File: config.mk
export PLATFORM = sky130hd
export DESIGN_NAME = add3_slice_sched
export DESIGN_NICKNAME = d
export VERILOG_FILES = /design/src/rtl/add3_slice_sched.sv
export SDC_FILE = /design/constraint.sdc
export NUM_CORES = 1
export LEC_CHECK = 0
export ABC_AREA = 1
export BUFFER_PORTS_ARGS = -buffer_cell sky130_fd_sc_hd__buf_2
export CORE_MARGIN = 1
export CORE_UTILIZATION = 49
export CTS_CLUSTER_SIZE = 8
export DETAILED_ROUTE_END_ITERATION = 8
export PLACE_DENSITY = 0.88
export SLEW_MARGIN = 20
export SYNTH_ARGS = -nofsm -noshare
export SYNTH_HDL_FRONTEND = slang
export SYNTH_SLANG_ARGS = --single-unit
File: constraint.sdc
create_clock -name clk -period 2 [get_ports clk]
set_clock_uncertainty 0.05 [all_clocks]
set_input_delay 0.4 -clock clk [delete_from_list [all_inputs] [get_ports clk]]
set_output_delay 0.4 -clock clk [all_outputs]
set_load 0.1 [all_outputs]
File: src/rtl/add3_slice_sched.sv
// add3_slice_sched
//   Sequencer and round-robin arbiter in front of a shared external 3-bit
//   add slice. Two requesters submit W-bit additions (W = 3*DIGITS). The
//   winner's operands are latched and fed to the slice one 3-bit digit per
//   cycle, LSB first, with the slice carry-out recirculated as the next
//   carry-in. The finished sum is offered on a valid/ready response port.
//
// Ports
//   clk, rst_n                     clock (rising edge), async active-low reset
//   req0_valid/ready/a/b/cin       requester 0 (ready is combinational grant)
//   req1_valid/ready/a/b/cin       requester 1
//   slice_a, slice_b, slice_cin    digit operands to the external slice
//   slice_s                        slice result {carry, sum[2:0]}
//   rsp_valid/ready                response handshake
//   rsp_sum, rsp_cout, rsp_id      result, final carry, owning requester
//   busy                           high whenever the block is not idle
module add3_slice_sched #(
  parameter  int DIGITS = 4,
  localparam int W      = 3 * DIGITS
) (
  input  logic         clk,
  input  logic         rst_n,
  input  logic         req0_valid,
  output logic         req0_ready,
  input  logic [W-1:0] req0_a,
  input  logic [W-1:0] req0_b,
  input  logic         req0_cin,
  input  logic         req1_valid,
  output logic         req1_ready,
  input  logic [W-1:0] req1_a,
  input  logic [W-1:0] req1_b,
  input  logic         req1_cin,
  output logic [2:0]   slice_a,
  output logic [2:0]   slice_b,
  output logic         slice_cin,
  input  logic [3:0]   slice_s,
  output logic         rsp_valid,
  input  logic         rsp_ready,
  output logic [W-1:0] rsp_sum,
  output logic         rsp_cout,
  output logic         rsp_id,
  output logic         busy
);

  localparam int KW = (DIGITS > 1) ? $clog2(DIGITS) : 1;
  localparam logic [KW-1:0] K_LAST = KW'(DIGITS - 1);

  typedef enum logic [1:0] {
    IDLE = 2'd0,
    RUN  = 2'd1,
    DONE = 2'd2
  } state_t;

  state_t        state;
  state_t        state_nxt;

  logic          prio;       // requester favoured on the next contention
  logic [KW-1:0] k;          // digit currently on the slice
  logic          carry;      // carry into digit k; final carry once DONE
  logic [W-1:0]  a_reg;
  logic [W-1:0]  b_reg;
  logic [W-1:0]  sum_reg;
  logic          id_reg;

  logic          accept;
  logic          grant_id;
  logic [2:0]    dig_a;
  logic [2:0]    dig_b;
  logic [W-1:0]  sum_nxt;

  // State register
  always_ff @(posedge clk or negedge rst_n) begin
    if (!rst_n) begin
      state <= IDLE;
    end else begin
      state <= state_nxt;
    end
  end

  // Next state, arbitration and request handshakes. A ready is only ever
  // raised in IDLE, so an accept can never coincide with a response
  // handshake (which only happens in DONE).
  always_comb begin
    state_nxt  = state;
    req0_ready = 1'b0;
    req1_ready = 1'b0;
    accept     = 1'b0;
    grant_id   = 1'b0;
    case (state)
      IDLE: begin
        if (req0_valid && (!req1_valid || !prio)) begin
          req0_ready = 1'b1;
          accept     = 1'b1;
          grant_id   = 1'b0;
        end else if (req1_valid) begin
          req1_ready = 1'b1;
          accept     = 1'b1;
          grant_id   = 1'b1;
        end
        if (accept) begin
          state_nxt = RUN;
        end
      end
      RUN: begin
        if (k == K_LAST) begin
          state_nxt = DONE;
        end
      end
      DONE: begin
        if (rsp_ready) begin
          state_nxt = IDLE;
        end
      end
      default: begin
        state_nxt = IDLE;
      end
    endcase
  end

  // Digit select for the slice and write-back of the slice sum into digit k
  always_comb begin
    dig_a   = '0;
    dig_b   = '0;
    sum_nxt = sum_reg;
    for (int d = 0; d < DIGITS; d++) begin
      if (k == KW'(d)) begin
        dig_a                = a_reg[3*d +: 3];
        dig_b                = b_reg[3*d +: 3];
        sum_nxt[3*d +: 3]    = slice_s[2:0];
      end
    end
  end

  // Operand capture and digit-serial accumulation. Everything is cleared by
  // reset so an interrupted transaction leaves nothing visible behind.
  always_ff @(posedge clk or negedge rst_n) begin
    if (!rst_n) begin
      prio    <= 1'b0;
      k       <= '0;
      carry   <= 1'b0;
      a_reg   <= '0;
      b_reg   <= '0;
      sum_reg <= '0;
      id_reg  <= 1'b0;
    end else if (accept) begin
      a_reg  <= req0_ready ? req0_a   : req1_a;
      b_reg  <= req0_ready ? req0_b   : req1_b;
      carry  <= req0_ready ? req0_cin : req1_cin;
      k      <= '0;
      id_reg <= grant_id;
      // prio only moves on a grant: the loser of this round (or the idle
      // requester) is favoured next time both ask together.
      prio   <= ~grant_id;
    end else if (state == RUN) begin
      sum_reg <= sum_nxt;
      carry   <= slice_s[3];
      k       <= k + KW'(1);
    end
  end

  // The slice sees zeros except while a digit is actually being computed
  assign slice_a   = (state == RUN) ? dig_a : 3'd0;
  assign slice_b   = (state == RUN) ? dig_b : 3'd0;
  assign slice_cin = (state == RUN) ? carry : 1'b0;

  assign rsp_valid = (state == DONE);
  assign rsp_sum   = sum_reg;
  assign rsp_cout  = carry;
  assign rsp_id    = id_reg;
  assign busy      = (state != IDLE);

endmodule
[Word level (Yosys, flattened, before mapping)]
Index checks and enable logic that the tools add are counted.
Operators by class
  add/sub/neg operators: 1
  equality and inequality tests: 8
  multiplexer cells: 30
  bitwise operators: 2
  reduce and logical (&&, ||, !) cells: 13
Operator list (count)
  $mux W3: 10
  $mux W12: 2
  $reduce_and A3 Y1: 5
  $mux W1: 12
  $mux W2: 5
  $eq A2 B2 Y1 const B: 3
  $pmux W2 S3: 1
  $eq A2 B1 Y1 const B: 2
  $logic_not A2 Y1: 2
  $ne A2 B2 Y1 const B: 2
  $reduce_bool A2 Y1: 2
  $add A2 B1 Y2 const B: 1
  $logic_not A1 Y1: 2
  $ne A2 B1 Y1 const B: 1
  $not A1 Y1: 2
  $logic_and A1 B1 Y1: 1
  $logic_or A1 B1 Y1: 1
Storage, ports and cells
  bits in registers: 43
  bits of input ports: 59
  output and inout bits: 25
  logic and storage cells: 65

[Depth between registers and ports, before layout]
  depth after elaboration: 8
  depth in mapped cells: 8
  depth with buffers taken out: 8

[Worst setup path after synthesis]
No wires, ideal clock.
  path type: register -> output
  start: reg k[0]
  end: out slice_a[0]
  arrival: 2.531 ns
  data required time: 1.550 ns
  setup slack: -0.981 ns
  stages on the path, launching flop included: 6
  buffers on the path: 1
  cells stage by stage: dfrtp_1 -> ha_1 -> inv_1 -> clkbuf_1 -> o211ai_1 -> a21oi_1
On the way
  word-level cells in the longest chain between the ends: 6
  elaborated cells between the ends (all ways): 9
  classes of those cells: 3 x eq/ne; 5 x mux; 1 x reduce/logical
RTL lines
  start, declared: RTL line 58  | logic [KW-1:0] k;
  start signal, assigned: RTL line 157  | k <= k + KW'(1);
  $logic_not A2 Y1: RTL line 126  | if (k == KW'(d)) begin
  $mux W3 (3 in a row): RTL line 126
  $mux W3 *: RTL line 126
  $mux W3 *: RTL line 162  | assign slice_a = (state == RUN) ? dig_a : 3'd0;
  end, declared: RTL line 33  | output logic [2:0] slice_a,
Every way passes the cells marked *; elsewhere a longest branch is shown, timed or not.

[Worst setup path after layout]
  start: reg k[1]
  end: out slice_a[0]
The elaborated chain is that of the path after synthesis.

==> results by group <==
Status
  – Outcome: finished, violations left
  – Failing checks: setup timing

Floorplan
  – # rows: 24
  – Core Area: 4380 um^2
  – Die width: 69.8 um
  – Starting Density: 0.514
  – Die height: 69.8 um
  – Ports: 84
  – Die area: 4870 um^2

Drt
  – DRT Wirelength: 5.77 mm
  – Vias per std cell: 5.23
  – Antenna viol nets, final: 0
  – 1st-pass router iterations: 4
  – # DRC: 0
  – Via count: 2172
  – 1st-iter DRT viols: 106
  – DR WL/cell: 13.9 um

Setup path
  – CP required: 1.55 ns
  – Max FO, Critical Path: 6
  – Reg-to-Reg Start: state[0]$_DFFE_PN0P_
  – Buf/Inv on CP: 3
  – R2R cell count: 6
  – Type of element capturing the critical path: output pin
  – Crit path max-delay family: buffers and inverters
  – WP data arrival: 1.76 ns
  – CP max-delay cell: dfrtp_1
  – R2r setup slk: 0.42 ns
  – RR Endpoint: b_reg[6]$_DFFE_PN0P_
  – Max stage delay on crit path: 0.41 ns
  – CP cell instances: inv_2 -> ha_4 -> clkinvlp_4 -> nand2_1 -> o211ai_1 -> a21oi_4 -> buf_12
  – Startpoint types: flop
  – Critical path type: flop to output pin

Worst hold path
  – Min-delay worst type: primary input to async pin

Synthesis
  – Synthesized Nets: 333
  – Post-Synth XOR/XNOR Area: 0
  – Sequential-to-total area share from yosys stat: 0.478
  – Post-Syn Area: 2250 um^2
  – Syn Inst Count: 270
  – Post-synthesis adder-cell area fraction: 0.0222
  – Post-synthesis simple-gate area fraction: 0.215
  – Distinct cells, synth: 23
  – Post-synthesis mux area share: 0
  – Compound-gate portion of the synthesized area: 0.208
  – Synth Register Bits: 43
  – Number of warning messages in the yosys log: 0
  – Mean post-synth cell area: 8.35 um^2
  – Main combinational cell family by area after synthesis: simple AND/OR/NAND/NOR gates

Final layout
  – Diodes inserted: 0
  – Final #Nets: 426
  – Layout Area Growth over Synthesis: 38.6%
  – Share of cells above drive strength 1: 0.438

Clock tree
  – Hold_buf cts: 0
  – TritonCTS Buffers: 5
  – CTS Root Cell: clkbuf_8
  – Clk_lat worst skew: 0.30 ns
  – Clk pin slew, worst setup/hold paths: 0.07 ns
  – TritonCTS Sinks: 43
  – Max clock buf depth: 2
  – CTS H-tree depth: 2
  – CTS tree: yes

Placement
  – Hpwl dp: 4.25 mm
  – RD Place Congestion: 0.889
  – Buffers on Ports: 83

Timing
  – Final worst slack: -0.214 ns
  – RSZ-0062 raised after global routing: yes
  – Final setup TNS: -1.14 ns
  – Slew @ Worst Pin: 0.485 ns
  – Headroom to the max-slew limit: 0.677
  – Max Clock Freq: 0.452 GHz
  – Final period util: 1.11
  – Final Hold Fails: 0
  – Minimum clock period after layout: 2.21 ns
  – Max-slew violation count: 0
  – Final setup fails: 6

GRT
  – Number of global-route vias before repair: 2094
  – Largest net degree at the start of global routing: 29
  – First-pass GRT wire length: 9.50 mm
  – Number of antenna violations at the first check in global routing: 0
  – Tot GR Track Use: 0.247
  – Congestion Overflow GR: 0

Run
  – Max-cap violations: 0
==> kinds of logic (layout without fill, tap and decap cells) <==
family / count (synthesis) / in the layout
AOI/OAI and AO/OA: 87 / 87
adders and majority gates: 4 / 4
buffers and inverters: 30 / 123
DFF: 43 / 43
and+or+nand+nor: 106 / 106
==> metrics by stage <==
stage	area (um^2)	utilization	cells	worst slack, ns	hold WS (ns)
3_3_place_gp	2940	0.670	400	0.0813	0.319
6_report	3120	0.712	415	-0.214	0.00231
2_1_floorplan	2390	-	270	-0.0685	0.0544
3_5_place_dp	2940	0.670	400	0.0124	0.336
5_1_grt	3120	0.712	415	-0.269	0.0183
4_1_cts	3080	0.702	412	-0.181	0.00688
==> routing by layer <==
layer	global-route usage	routed length, um	up-vias
met5	0	0	-
met4	0.0867	85	0
met3	0.0610	347	9
met2	0.400	2810	83
met1	0.324	2520	1010
li1	-	-	1070
==> timing repair <==
action | CTS | global route
setup buffers | 4 | 3
pin swaps | 7 | 6
gates cloned | 1 | 0
resized for setup | 8 | 4
endpoints found under the setup margin | 7 | 7
==> worst max-delay path by stage <==
stage,from,end,cells after the start
after global placement,k[0]$_DFFE_PN0P_,slice_b[1],7
after detailed placement,k[0]$_DFFE_PN0P_,slice_b[1],7
after global routing,k[1]$_DFFE_PN0P_,slice_b[2],7
after CTS,k[1]$_DFFE_PN0P_,slice_b[2],7
final,k[1]$_DFFE_PN0P_,slice_a[0],7
after floorplan,k[0]$_DFFE_PN0P_,slice_a[1],6
==> cell usage in the layout, fill, tap and decap left out, types with 4 or more instances in the layout <==
cell,n
clkbuf_8,5
a21oi_4,5
buf_2,74
nor2_1,12
o21ai_0,18
nand2_1,64
nor2_4,5
o21ai_2,6
dfrtp_1,40
a21oi_1,27
buf_4,14
buf_12,10
nor2_2,14
nand3_1,4
inv_1,9
o21ai_1,21
o211ai_1,5
inv_2,5
nand2_2,4
==> area by class of cell <==
cell class              count  area, um^2
well taps                  52        65.1
repair inverters            1        7.51
inverters                  17        72.6
fillers                   329        1260
multi-input cells         197        1150
clock buffers               7        76.3
flip-flops and latches     43        1080
repair buffers             98         676
==> synthesized netlist by cell type (all sizes together) <==
library cell	count	area, um^2
nand2	70	283
o21ai	46	249
dfrtp	43	1080
a21oi	35	175
nor2	31	171
inv	17	63.8
buf	11	103
nand3	5	30.0
o211ai	5	37.5
ha	4	50.1
clkbuf	2	7.51
o31ai	1	7.51
Power is not shown: default switching activity piles up to over one toggle a cycle in this logic, so the estimate is an artifact.
